==> config.mk <==
export PLATFORM = sky130hd
export DESIGN_NAME = i2c_multi_target_responder
export DESIGN_NICKNAME = d
export VERILOG_FILES = /design/src/rtl/i2c_multi_target_responder.sv
export SDC_FILE = /design/constraint.sdc
export NUM_CORES = 1
export LEC_CHECK = 0
export CAP_MARGIN = 25
export CORE_MARGIN = 1
export CORE_UTILIZATION = 40
export DETAILED_ROUTE_END_ITERATION = 6
export SYNTH_ARGS = -nofsm -noshare
export SYNTH_HDL_FRONTEND = slang
export SYNTH_SLANG_ARGS = --single-unit
==> constraint.sdc <==
create_clock -name clk_i -period 4.45 [get_ports clk_i]
set_clock_uncertainty 0.2 [all_clocks]
set_input_delay 0.6675 -clock clk_i [delete_from_list [all_inputs] [get_ports clk_i]]
set_output_delay 0.6675 -clock clk_i [all_outputs]
set_load 0.01 [all_outputs]
==> src/rtl/i2c_multi_target_responder.sv <==
// Multi-address I2C target: filtered SCL/SDA sampling, address match over programmable slots
// plus general call, and RX/TX byte FIFOs with valid/ready handshakes.
module i2c_multi_target_responder #(
  parameter int unsigned NUM_ADDR      = 2,
  parameter int unsigned FIFO_DEPTH    = 16,
  parameter int unsigned FILTER_LEN    = 3,
  parameter logic [7:0]  TX_EMPTY_BYTE = 8'hFF
) (
  input  logic                  clk_i,
  input  logic                  rst_i,
  input  logic                  scl_i,
  input  logic                  sda_i,
  output logic                  sda_o,
  input  logic [7*NUM_ADDR-1:0] cfg_addr_i,
  input  logic [NUM_ADDR-1:0]   cfg_addr_en_i,
  input  logic                  gc_en_i,
  output logic [7:0]            rx_data_o,
  output logic                  rx_valid_o,
  input  logic                  rx_ready_i,
  input  logic [7:0]            tx_data_i,
  input  logic                  tx_valid_i,
  output logic                  tx_ready_o,
  output logic [2:0]            match_idx_o,
  output logic                  busy_o,
  output logic [2:0]            evt_o,
  output logic                  rx_ovf_o,
  output logic                  tx_unf_o
);

  localparam int unsigned AW  = $clog2(FIFO_DEPTH);
  localparam int unsigned FCW = (FILTER_LEN > 1) ? $clog2(FILTER_LEN) : 1;

  typedef enum logic [2:0] {
    IDLE, ADDR, ADDR_ACK, WR_DATA, WR_ACK, RD_DATA, RD_ACK, WAIT_STOP
  } state_e;

  // Input conditioning
  logic [1:0]     scl_sync_q, sda_sync_q;
  logic [FCW-1:0] scl_cnt_q, sda_cnt_q;
  logic           scl_f_q, sda_f_q, scl_p_q, sda_p_q;

  // Protocol FSM
  state_e     state_q;
  logic [3:0] bitcnt_q;
  logic [6:0] shift_q;
  logic       rw_q, ack_q, sda_q, busy_q, ovf_q, unf_q;
  logic [2:0] match_q, evt_q;

  // FIFOs
  logic [7:0]  rx_mem_q [FIFO_DEPTH];
  logic [7:0]  tx_mem_q [FIFO_DEPTH];
  logic [AW:0] rx_wr_q, rx_rd_q, tx_wr_q, tx_rd_q;
  logic [AW:0] rx_wr_d, rx_rd_d, tx_wr_d, tx_rd_d;

  logic       scl_rise, scl_fall, start_det, stop_det, no_cond;
  logic [7:0] rx_byte, load_byte;
  logic       slot_hit, gc_hit;
  logic [2:0] slot_idx;
  logic       rx_empty, rx_full, tx_empty, tx_full;
  logic       rx_push, rx_pop, rx_nack, tx_push, tx_pop, tx_load;

  always_ff @(posedge clk_i) begin
    if (!rst_i) begin
      scl_sync_q <= '1;
      sda_sync_q <= '1;
      scl_cnt_q  <= '0;
      sda_cnt_q  <= '0;
      scl_f_q    <= 1'b1;
      sda_f_q    <= 1'b1;
      scl_p_q    <= 1'b1;
      sda_p_q    <= 1'b1;
    end else begin
      scl_sync_q <= {scl_sync_q[0], scl_i};
      sda_sync_q <= {sda_sync_q[0], sda_i};
      // The filtered value follows only after FILTER_LEN consecutive differing samples
      if (scl_sync_q[1] == scl_f_q) begin
        scl_cnt_q <= '0;
      end else if (scl_cnt_q == FCW'(FILTER_LEN - 1)) begin
        scl_f_q   <= scl_sync_q[1];
        scl_cnt_q <= '0;
      end else begin
        scl_cnt_q <= scl_cnt_q + FCW'(1);
      end
      if (sda_sync_q[1] == sda_f_q) begin
        sda_cnt_q <= '0;
      end else if (sda_cnt_q == FCW'(FILTER_LEN - 1)) begin
        sda_f_q   <= sda_sync_q[1];
        sda_cnt_q <= '0;
      end else begin
        sda_cnt_q <= sda_cnt_q + FCW'(1);
      end
      scl_p_q <= scl_f_q;
      sda_p_q <= sda_f_q;
    end
  end

  assign scl_rise  = scl_f_q & ~scl_p_q;
  assign scl_fall  = ~scl_f_q & scl_p_q;
  assign start_det = scl_f_q & sda_p_q & ~sda_f_q;
  assign stop_det  = scl_f_q & ~sda_p_q & sda_f_q;
  assign no_cond   = ~start_det & ~stop_det;
  assign rx_byte   = {shift_q, sda_f_q};

  // Address 0 is reserved for general call, so slots never claim it
  always_comb begin
    slot_hit = 1'b0;
    slot_idx = '0;
    for (int unsigned k = 0; k < NUM_ADDR; k++) begin
      if (!slot_hit && cfg_addr_en_i[k] && (rx_byte[7:1] != 7'd0) &&
          (cfg_addr_i[7*k +: 7] == rx_byte[7:1])) begin
        slot_hit = 1'b1;
        slot_idx = 3'(k);
      end
    end
  end

  assign gc_hit = gc_en_i & (rx_byte[7:1] == 7'd0) & ~rx_byte[0];

  assign rx_empty = (rx_wr_q == rx_rd_q);
  assign rx_full  = (rx_wr_q[AW] != rx_rd_q[AW]) && (rx_wr_q[AW-1:0] == rx_rd_q[AW-1:0]);
  assign tx_empty = (tx_wr_q == tx_rd_q);
  assign tx_full  = (tx_wr_q[AW] != tx_rd_q[AW]) && (tx_wr_q[AW-1:0] == tx_rd_q[AW-1:0]);

  assign rx_pop  = rx_ready_i & ~rx_empty;
  assign rx_push = no_cond & (state_q == WR_DATA) & scl_rise & (bitcnt_q == 4'd7) &
                   (~rx_full | rx_pop);
  assign rx_nack = no_cond & (state_q == WR_DATA) & scl_rise & (bitcnt_q == 4'd7) &
                   rx_full & ~rx_pop;
  assign tx_load = no_cond & scl_fall & (bitcnt_q == 4'd9) &
                   (((state_q == ADDR_ACK) & rw_q) | (state_q == RD_ACK));
  assign tx_pop  = tx_load & ~tx_empty;
  assign tx_push = tx_valid_i & (~tx_full | tx_pop);

  assign load_byte = tx_empty ? TX_EMPTY_BYTE : tx_mem_q[tx_rd_q[AW-1:0]];

  always_comb begin
    rx_wr_d = rx_push ? rx_wr_q + (AW+1)'(1) : rx_wr_q;
    rx_rd_d = rx_pop  ? rx_rd_q + (AW+1)'(1) : rx_rd_q;
    tx_wr_d = tx_push ? tx_wr_q + (AW+1)'(1) : tx_wr_q;
    tx_rd_d = tx_pop  ? tx_rd_q + (AW+1)'(1) : tx_rd_q;
  end

  always_ff @(posedge clk_i) begin
    if (!rst_i) begin
      rx_wr_q <= '0;
      rx_rd_q <= '0;
      tx_wr_q <= '0;
      tx_rd_q <= '0;
    end else begin
      rx_wr_q <= rx_wr_d;
      rx_rd_q <= rx_rd_d;
      tx_wr_q <= tx_wr_d;
      tx_rd_q <= tx_rd_d;
    end
  end

  always_ff @(posedge clk_i) begin
    if (rx_push) rx_mem_q[rx_wr_q[AW-1:0]] <= rx_byte;
    if (tx_push) tx_mem_q[tx_wr_q[AW-1:0]] <= tx_data_i;
  end

  always_ff @(posedge clk_i) begin
    if (!rst_i) begin
      state_q  <= IDLE;
      bitcnt_q <= '0;
      shift_q  <= '0;
      rw_q     <= 1'b0;
      ack_q    <= 1'b0;
      sda_q    <= 1'b1;
      busy_q   <= 1'b0;
      ovf_q    <= 1'b0;
      unf_q    <= 1'b0;
      match_q  <= '0;
      evt_q    <= '0;
    end else begin
      evt_q <= '0;
      unf_q <= 1'b0;
      if (start_det) begin
        evt_q    <= busy_q ? 3'b010 : 3'b001;
        busy_q   <= 1'b1;
        sda_q    <= 1'b1;
        bitcnt_q <= '0;
        state_q  <= ADDR;
      end else if (stop_det) begin
        evt_q    <= 3'b100;
        busy_q   <= 1'b0;
        sda_q    <= 1'b1;
        bitcnt_q <= '0;
        state_q  <= IDLE;
      end else begin
        case (state_q)
          ADDR: begin
            if (scl_rise) begin
              shift_q  <= rx_byte[6:0];
              bitcnt_q <= bitcnt_q + 4'd1;
              if (bitcnt_q == 4'd7) begin
                rw_q <= rx_byte[0];
                if (slot_hit || gc_hit) begin
                  match_q <= gc_hit ? 3'd7 : slot_idx;
                  state_q <= ADDR_ACK;
                end else begin
                  state_q <= WAIT_STOP;
                end
              end
            end
          end
          // bitcnt 8 -> drive ACK on the 8th fall; 9 -> 9th rise seen, hand off on the next fall
          ADDR_ACK: begin
            if (scl_rise) begin
              bitcnt_q <= 4'd9;
            end else if (scl_fall) begin
              if (bitcnt_q == 4'd9) begin
                bitcnt_q <= '0;
                if (rw_q) begin
                  shift_q <= load_byte[6:0];
                  sda_q   <= load_byte[7];
                  unf_q   <= tx_empty;
                  state_q <= RD_DATA;
                end else begin
                  sda_q   <= 1'b1;
                  state_q <= WR_DATA;
                end
              end else begin
                sda_q <= 1'b0;
              end
            end
          end
          WR_DATA: begin
            if (scl_rise) begin
              shift_q  <= rx_byte[6:0];
              bitcnt_q <= bitcnt_q + 4'd1;
              if (bitcnt_q == 4'd7) begin
                ack_q   <= ~rx_nack;
                ovf_q   <= ovf_q | rx_nack;
                state_q <= WR_ACK;
              end
            end
          end
          WR_ACK: begin
            if (scl_rise) begin
              bitcnt_q <= 4'd9;
            end else if (scl_fall) begin
              if (bitcnt_q == 4'd9) begin
                sda_q    <= 1'b1;
                bitcnt_q <= '0;
                state_q  <= WR_DATA;
              end else begin
                sda_q <= ~ack_q;
              end
            end
          end
          RD_DATA: begin
            if (scl_rise) begin
              bitcnt_q <= bitcnt_q + 4'd1;
            end else if (scl_fall) begin
              if (bitcnt_q == 4'd8) begin
                sda_q   <= 1'b1;
                state_q <= RD_ACK;
              end else begin
                sda_q   <= shift_q[6];
                shift_q <= {shift_q[5:0], 1'b0};
              end
            end
          end
          RD_ACK: begin
            if (scl_rise) begin
              if (sda_f_q) state_q <= WAIT_STOP;
              else         bitcnt_q <= 4'd9;
            end else if (scl_fall && bitcnt_q == 4'd9) begin
              shift_q  <= load_byte[6:0];
              sda_q    <= load_byte[7];
              unf_q    <= tx_empty;
              bitcnt_q <= '0;
              state_q  <= RD_DATA;
            end
          end
          default: begin
            sda_q <= 1'b1;
          end
        endcase
      end
    end
  end

  assign sda_o       = sda_q;
  assign busy_o      = busy_q;
  assign evt_o       = evt_q;
  assign match_idx_o = match_q;
  assign rx_ovf_o    = ovf_q;
  assign tx_unf_o    = unf_q;
  assign rx_valid_o  = ~rx_empty;
  assign tx_ready_o  = ~tx_full;
  assign rx_data_o   = rx_empty ? 8'h00 : rx_mem_q[rx_rd_q[AW-1:0]];

endmodule

==> results of run 1 <==
==> logic make-up (layout without fill, tap and decap cells) <==
| family | after synthesis | count (layout) |
|---|---|---|
| simple gates | 202 | 202 |
| fa+ha+maj | 15 | 15 |
| compound gates | 67 | 67 |
| mux | 84 | 84 |
| xor+xnor | 43 | 43 |
| buf+inv | 60 | 158 |
| flops | 321 | 321 |
==> stage by stage <==
step / total power [W] / cell area [µm²] / utilization / setup WS [ns]
floorplan: 0.003713 / 13120 / - / 1.513
global placement: 0.003863 / 14170 / 0.4445 / 1.014
detailed placement: 0.003869 / 14170 / 0.4445 / 0.9458
CTS: 0.006594 / 15250 / 0.4784 / 0.4556
global route: 0.006780 / 15250 / 0.4784 / 0.3048
finish: 0.006540 / 15250 / 0.4784 / 0.5159
==> cell type report <==
cell class | instances | share of cell area
sequential | 321 | 0.5895
timing repair buffer | 73 | 0.04496
clock buffer | 44 | 0.06030
inverter | 24 | 0.005907
tap | 435 | 0.03569
clock inverter | 17 | 0.01050
multi-input combinational | 411 | 0.2531
==> report_power, final <==
group | switching (W) | internal [W]
clock network | 0.00110 | 0.00163
registers | 0.0000853 | 0.00328
logic | 0.000266 | 0.000181
==> synthesized netlist by cell type (2+ instances only) <==
cell type    n
o22ai_1      2
edfxtp_1   256
and2_1      11
nor3_1      20
a21oi_1     20
a21o_1       2
buf_6        4
xor2_1      20
mux2i_1      4
a211oi_1     5
nor2b_1      4
clkbuf_1    17
buf_1        4
nor4_1       4
and3b_1      2
a31oi_1      2
a22oi_1      2
nand4_1      9
o21ai_0     12
ha_1        15
o211ai_1     2
buf_2       10
o32ai_1      6
or3_1        5
xnor2_1     23
a221oi_1     2
nor2_1      76
and3_1       3
dfxtp_1     65
nand2b_1    16
nand2_1     32
o31ai_1      2
mux4_2      79
inv_1       24
nand3_1     10
nor4_2       2
==> path summary, 6_finish.rpt <==
kind | startpoint | to | slack [ns] | cells after the start
worst min-delay path | scl_sync_q[0] | scl_sync_q[1] | 0.21 | 1
worst max-delay path | flip-flop | rx_data_o[2] | 0.52 | 5
worst min register to register | scl_sync_q[0] | scl_sync_q[1] | 0.21 | 1
worst max register to register | state_q[2] | tx_mem_q[6][2] | 1.12 | 5
==> flip-flops by register name, summed over array words and instances (netlist names), 2 cells and up, named ones only <==
register	count
rx_rd_q	5
tx_mem_q	128
tx_rd_q	5
bitcnt_q	4
rx_mem_q	128
state_q	3
scl_sync_q	2
sda_cnt_q	2
sda_sync_q	2
match_idx_o	2
shift_q	7
tx_wr_q	5
evt_o	3
rx_wr_q	5
scl_cnt_q	2
==> layer usage <==
metal | track usage | wire, µm | share of wire | vias up
li1 | - | - | - | 3210
met1 | 0.2241 | 11970 | 0.45 | 3475
met2 | 0.2709 | 12930 | 0.49 | 140
met3 | 0.02403 | 903 | 0.034 | 49
met4 | 0.04567 | 531 | 0.020 | 2
met5 | 0 | 13 | 0.00049 | -
==> summary.txt, run 1 <==
post-route ant nets: 0
Top FF cell, synth: edfxtp_1
pwr/cell area: 428.8 nW/µm²
DR vias: 6,876
non-filler instance count after layout: 1,325
hold_ws: 0.2061 ns
cts-stage hold buffer count: 0
worst path required time: 3.58 ns
I/O Pins: 51
# clock sinks: 321
final hold viol count: 0
average cell area after synthesis: 16.57 µm²
Post-Synth Simple-Gate Area: 0.07562
core area: 31,880 µm²
CP endpoint kind: primary output
Netlist cell types: 56
Die H: 183.1 µm
Area contributors post-synth: edfxtp_1 59%, mux4_2 14%, dfxtp_1 9.9%
most used cell, CP: mux4_2
Hold Crit Class: reg2reg
Register Area: 8991 µm²
CP Max Fanout: 21
chip width: 183.1 µm
sequential-to-total area share from yosys stat: 0.6851
Leakage: 4.820 nW
CP Class: reg2out
Post-synth ARST share: 0
max_cap viols: 0
first-pass GRT wire length: 41,370 µm
initial DRC count: 602
EDFF count, synth: 256
Skew-Pair Late Insertion Delay: 0.50 ns
Clock Tree Root: clkbuf_16
WP buf/inv: 2
Net Count, Synth: 838
diode count: 0
maximum root-to-sink buffer count: 3
IO Port Bufs: 50
Startpoint Class: flip-flop
flops & latches, synth: 321
leading cell type in the layout, fill and taps excluded: edfxtp_1
initial core utilization: 0.4115
highest-count cells in the layout ignoring fill and taps: 256 x edfxtp_1, 79 x mux4_2, 76 x nor2_1, 63 x dfxtp_1, 50 x clkdlybuf4s50_1
Cells after Synth: 792
Setup Viol. Count Final: 0
# nets final: 911
CTS tree: done
TritonCTS Buffers: 34
cell count after placement: 1,264
drt pass-1 iters: 5
post-CTS setup buffers: 0
vias in the first global route: 7,083
Layout area overhead: 16.24%
Compound-Gate Fraction of Synth Area: 0.03605
minimum clock period: 3.934 ns
Fmax achieved: 254.2 MHz
adder-cell share of the synthesized area: 0.01430
Final HPWL DP: 18,030 µm
pins over their slew limit: 0
num rows: 65
Routed WL: 26,340 µm
FILL cells: 2,767
highest cell delay on the worst timing path: 0.62 ns
Die ar.: 33,530 µm²
slew margin rel.: 0.3681
combinational family with the most area after synthesis: multiplexers
GRT Overall Usage: 0.1631
post-synthesis mux area share: 0.1395
Vias/cell: 5.189
initial antenna violation count: 1
CTS resizes: 0
H-tree levels: 2
critical path's slowest cell: dfxtp_2
Mapped Area: 13,120 µm²
total gr overflow: 0
Worst-Margin Slew: 0.9466 ns
crit-path cells: buf_12, mux4_2, mux4_2, and2_1, clkdlybuf4s50_1
period utilization: 0.8841
crit-path leading delay family: multiplexers
Synth top area share: 0.5859
multi-input logic area: 3860 µm²
worst vdd ir: 298.2 µV
RSZ-0062 raised after global routing: no
Worst-path clk slew: 0.06 ns
Final TNS setup: 0 ns
DRC Markers: 0
post-synth top area cell: edfxtp_1
largest net degree at the start of global routing: 33
wire length per cell: 19.88 µm
status: finished clean
gpl congestion: 0.8476
share of layout cells above drive strength 1: 0.1820
Ys Warns: 0
worst path arrival time: 3.07 ns
XOR/XNOR share of the synthesized area: 0.02870
Power figures use the tool's default switching activity.
==> run 2: changes to the inputs <==
--- a/config.mk
+++ b/config.mk
@@ -9,6 +9,7 @@
 export CORE_MARGIN = 1
 export CORE_UTILIZATION = 40
 export DETAILED_ROUTE_END_ITERATION = 6
+export PLACE_DENSITY = 0.62
 export SYNTH_ARGS = -nofsm -noshare
 export SYNTH_HDL_FRONTEND = slang
 export SYNTH_SLANG_ARGS = --single-unit
==> run 2 against run 1 <==
Net effect:
- cell count shrank 0.23%
- first-iteration DRC count grew 7.3%
- sequential power is essentially flat
- via count grew 0.92%
- worst hold slack lost 0.00092 ns
- register-to-register slack lost 0.04 ns
- non-clock buffer count shrank 3
- critical endpoint is now rx_data_o[6]
- largest cell class unchanged
==> summary.txt, run 2 (same netlist as run 1, synthesis figures left out) <==
status: finished clean
Worst-path clk slew: 0.06 ns (about the same)
max_cap viols: 0 (unchanged)
crit-path cells: buf_4, mux4_2, mux4_2, and2_1, clkdlybuf4s50_1
core area: 31,880 µm² (unchanged)
Final TNS setup: 0 ns (unchanged)
H-tree levels: 2 (unchanged)
fin area: 15,320 µm² (+0.45%)
minimum clock period: 3.932 ns (-0.002498 ns)
critical path's slowest cell: mux4_2
multi-input logic area: 3860 µm² (unchanged)
TritonCTS Buffers: 35 (+2.9%)
CP endpoint kind: primary output
Register Area: 8991 µm² (unchanged)
worst vdd ir: 301.2 µV (+1.0%)
I/O Pins: 51 (unchanged)
initial core utilization: 0.4115 (unchanged)
final hold viol count: 0 (unchanged)
highest cell delay on the worst timing path: 0.63 ns (about the same)
total gr overflow: 0 (unchanged)
post-route ant nets: 0 (unchanged)
highest-count cells in the layout ignoring fill and taps: 256 x edfxtp_1, 79 x mux4_2, 76 x nor2_1, 63 x dfxtp_1, 50 x clkdlybuf4s50_1
Skew-Pair Late Insertion Delay: 0.50 ns (about the same)
chip width: 183.1 µm (unchanged)
RSZ-0062 raised after global routing: no
period utilization: 0.8835 (about the same)
# nets final: 909 (-0.22%)
Die H: 183.1 µm (unchanged)
initial DRC count: 646 (+7.3%)
Die ar.: 33,530 µm² (unchanged)
DRC Markers: 0 (unchanged)
GRT Overall Usage: 0.1614 (-0.001747)
worst path arrival time: 3.06 ns (about the same)
CTS resizes: 0 (unchanged)
first-pass GRT wire length: 41,210 µm (-0.38%)
most used cell, CP: mux4_2
Hold Crit Class: reg2reg
vias in the first global route: 7,038 (-0.64%)
DP Area: 14,130 µm² (-0.30%)
Leakage: 4.864 nW (+0.91%)
pins over their slew limit: 0 (unchanged)
share of layout cells above drive strength 1: 0.1849 (+0.002870)
pwr/cell area: 439.6 nW/µm² (+2.5%)
slew margin rel.: 0.3592 (-0.008875)
cts-stage hold buffer count: 0 (unchanged)
CP Max Fanout: 32 (+52%)
post-CTS setup buffers: 0 (unchanged)
gpl congestion: 0.8362 (-1.3%)
WP buf/inv: 2 (unchanged)
leading cell type in the layout, fill and taps excluded: edfxtp_1
Clock Tree Root: clkbuf_16
wire length per cell: 19.84 µm (-0.21%)
crit-path leading delay family: multiplexers
Startpoint Class: flip-flop
Setup Viol. Count Final: 0 (unchanged)
Final Util: 0.4805 (+0.002159)
largest net degree at the start of global routing: 33 (unchanged)
num rows: 65 (unchanged)
IO Port Bufs: 50 (unchanged)
initial antenna violation count: 0 (-1)
# clock sinks: 321 (unchanged)
Final HPWL DP: 17,750 µm (-1.5%)
maximum root-to-sink buffer count: 3 (unchanged)
worst path required time: 3.58 ns (about the same)
Routed WL: 26,230 µm (-0.44%)
drt pass-1 iters: 5 (unchanged)
Layout area overhead: 16.77%
Vias/cell: 5.249 (+1.1%)
Fmax achieved: 254.4 MHz (about the same)
CP Class: reg2out
Worst-Margin Slew: 0.9599 ns (+0.01329 ns)
diode count: 0 (unchanged)
CTS tree: done
DR vias: 6,939 (+0.92%)
FILL cells: 2,719 (-1.7%)
[run 2: cell type report]
| type | count | share of cell area |
|---|---|---|
| flip-flops and latches | 321 | 0.5869 |
| multi-input cells | 411 | 0.2520 |
| clock buffers | 41 | 0.06142 |
| repair buffers | 70 | 0.04378 |
| well taps | 435 | 0.03553 |
| clock inverters | 20 | 0.01454 |
| inverters | 24 | 0.005880 |
[run 2: worst register-to-register path: cells and delay by family (launching register included)]
family	cells	cell delay, ns
simple gates	4	1.70
flops	1	0.68
compound gates	1	0.39
[run 2: power breakdown]
part	switching [W]	internal (W)
logic	0.000283	0.000188
clock network	0.00112	0.00180
registers	0.0000706	0.00328
[run 2: per-stage QoR]
| stage | instances | setup slack, ns | hold WS [ns] | total power, W |
|---|---|---|---|---|
| after floorplan | 792 | 1.513 | 0.1863 | 0.003713 |
| after global placement | 1260 | 1.041 | 0.1887 | 0.003866 |
| after detailed placement | 1260 | 0.8857 | 0.1965 | 0.003872 |
| after CTS | 1321 | 0.4767 | 0.2103 | 0.006779 |
| after global routing | 1322 | 0.3205 | 0.2368 | 0.006973 |
| final | 1322 | 0.5184 | 0.2052 | 0.006735 |
[run 2: worst paths after layout]
check	start	endpoint	slack, ns	cells after the start
max	flip-flop	rx_data_o[6]	0.52	5
min	scl_sync_q[0]	scl_sync_q[1]	0.21	1
max reg2reg	state_q[2]	tx_mem_q[5][2]	1.08	5
min reg2reg	scl_sync_q[0]	scl_sync_q[1]	0.21	1
[run 2: per-layer routing]
layer,vias to the layer above,track usage,wire length (µm)
met5,-,0,0
met4,0,0.05000,611
met2,190,0.2656,12800
met3,43,0.02343,1191
li1,3207,-,-
met1,3499,0.2222,11620
==> run 3: changes to the inputs <==
--- a/config.mk
+++ b/config.mk
@@ -9,6 +9,7 @@
 export CORE_MARGIN = 1
 export CORE_UTILIZATION = 40
 export DETAILED_ROUTE_END_ITERATION = 6
+export MAX_ROUTING_LAYER = met4
 export PLACE_DENSITY = 0.62
 export SYNTH_ARGS = -nofsm -noshare
 export SYNTH_HDL_FRONTEND = slang
==> run 3 against run 2 <==
Net effect:
- die area is the same
- via count is 0.10% higher
- largest power group unchanged
- power about the same
- design area unchanged
- wire length about the same
- global-route usage increased by 0.50 points
- clock power about the same
- critical path depth unchanged
- setup slack better by 0.0041 ns
- sequential share of layout area did not move
- combinational power barely moved
- clock-buffer cell count unchanged
==> summary.txt, run 3 (same netlist as run 1, synthesis figures left out) <==
share of layout cells above drive strength 1: 0.1849 (unchanged)
worst path arrival time: 3.06 ns (about the same)
cts-stage hold buffer count: 0 (unchanged)
total gr overflow: 0 (unchanged)
Setup Viol. Count Final: 0 (unchanged)
leading cell type in the layout, fill and taps excluded: edfxtp_1
first-pass GRT wire length: 41,230 µm (about the same)
Layout area overhead: 16.77% (unchanged)
Clock Tree Root: clkbuf_16
core area: 31,880 µm² (unchanged)
slew margin rel.: 0.3636 (+0.004441)
CP Class: reg2out
# nets final: 909 (unchanged)
IO Port Bufs: 50 (unchanged)
worst vdd ir: 299.6 µV (-0.55%)
status: finished clean
gpl congestion: 0.8490 (+1.5%)
final hold viol count: 0 (unchanged)
num rows: 65 (unchanged)
# clock sinks: 321 (unchanged)
Leakage: 4.864 nW (unchanged)
post-route ant nets: 0 (unchanged)
chip width: 183.1 µm (unchanged)
Hold Crit Class: reg2reg
highest-count cells in the layout ignoring fill and taps: 256 x edfxtp_1, 79 x mux4_2, 76 x nor2_1, 63 x dfxtp_1, 50 x clkdlybuf4s50_1
diode count: 0 (unchanged)
hold_ws: 0.2054 ns (+0.0001690 ns)
setup ws final: 0.5225 ns (+0.004066 ns)
post-CTS setup buffers: 0 (unchanged)
Vias/cell: 5.254 (+0.10%)
pins over their slew limit: 0 (unchanged)
CTS tree: done
Worst-Margin Slew: 0.9533 ns (-0.006653 ns)
Final TNS setup: 0 ns (unchanged)
RSZ-0062 raised after global routing: no
largest net degree at the start of global routing: 33 (unchanged)
TritonCTS Buffers: 35 (unchanged)
maximum root-to-sink buffer count: 3 (unchanged)
Startpoint Class: flip-flop
Routed WL: 26,210 µm (about the same)
Die ar.: 33,530 µm² (unchanged)
Fmax achieved: 254.6 MHz (+0.10%)
Total Power: 0.006733 W (about the same)
Skew-Pair Late Insertion Delay: 0.50 ns (about the same)
minimum clock period: 3.928 ns (-0.004066 ns)
Worst-path clk slew: 0.06 ns (about the same)
initial DRC count: 619 (-4.2%)
period utilization: 0.8826 (-0.0009137)
CP endpoint kind: primary output
vias in the first global route: 7,041 (+0.043%)
dpl ws: 0.8857 ns (unchanged)
initial core utilization: 0.4115 (unchanged)
wire length per cell: 19.83 µm (about the same)
CP Max Fanout: 32 (unchanged)
pwr/cell area: 439.5 nW/µm² (about the same)
drt pass-1 iters: 5 (unchanged)
I/O Pins: 51 (unchanged)
DRC Markers: 0 (unchanged)
GRT Overall Usage: 0.1663 (+0.004985)
CTS resizes: 0 (unchanged)
Die H: 183.1 µm (unchanged)
Final HPWL DP: 17,750 µm (unchanged)
DR vias: 6,946 (+0.10%)
worst path required time: 3.58 ns (about the same)
H-tree levels: 2 (unchanged)
max_cap viols: 0 (unchanged)
initial antenna violation count: 0 (unchanged)
-- run 3: metal layers --
metal  global-route usage  up-vias  part of all wire
li1                     -     3210                 -
met3              0.02343       45             0.043
met1               0.2233     3505              0.45
met5                    -        -                 0
met2               0.2645      186              0.49
met4              0.05000        0             0.022
-- run 3: worst paths after layout --
check	endpoint	slack, ns	cells after the start	startpoint
worst min-delay path	scl_sync_q[1]	0.21	1	scl_sync_q[0]
worst max register to register	tx_mem_q[4][2]	1.12	5	state_q[2]
worst min register to register	scl_sync_q[1]	0.21	1	scl_sync_q[0]
worst max-delay path	rx_data_o[6]	0.52	5	flip-flop
-- run 3: where the power goes --
part	switching [W]	total, W	leakage [nW]	internal, W
registers	0.0000690	0.00335	2.83	0.00328
logic	0.000285	0.000473	1.46	0.000188
clock network	0.00111	0.00291	0.577	0.00180
total	0.00147	0.00673	4.86	0.00526
-- run 3: cell type report --
type	count	area, µm²
fillers	2719	16560
clock buffers	41	940.9
flip-flops and latches	321	8991
multi-input cells	411	3860
repair buffers	70	670.6
clock inverters	20	222.7
inverters	24	90.09
well taps	435	544.3
-- run 3: worst max-delay path: stages, from the launching register on --
cell and delay, ns:
dfxtp_2 0.31, buf_4 0.49, mux4_2 0.63, mux4_2 0.47, and2_1 0.17, clkdlybuf4s50_1 0.47
-- run 3: per-stage QoR --
step	cells	area, µm²	util
3_3_place_gp	1260	14130	0.4432
5_1_grt	1322	15320	0.4805
4_1_cts	1321	15290	0.4797
6_report	1322	15320	0.4805
2_1_floorplan	792	13120	-
3_5_place_dp	1260	14130	0.4432
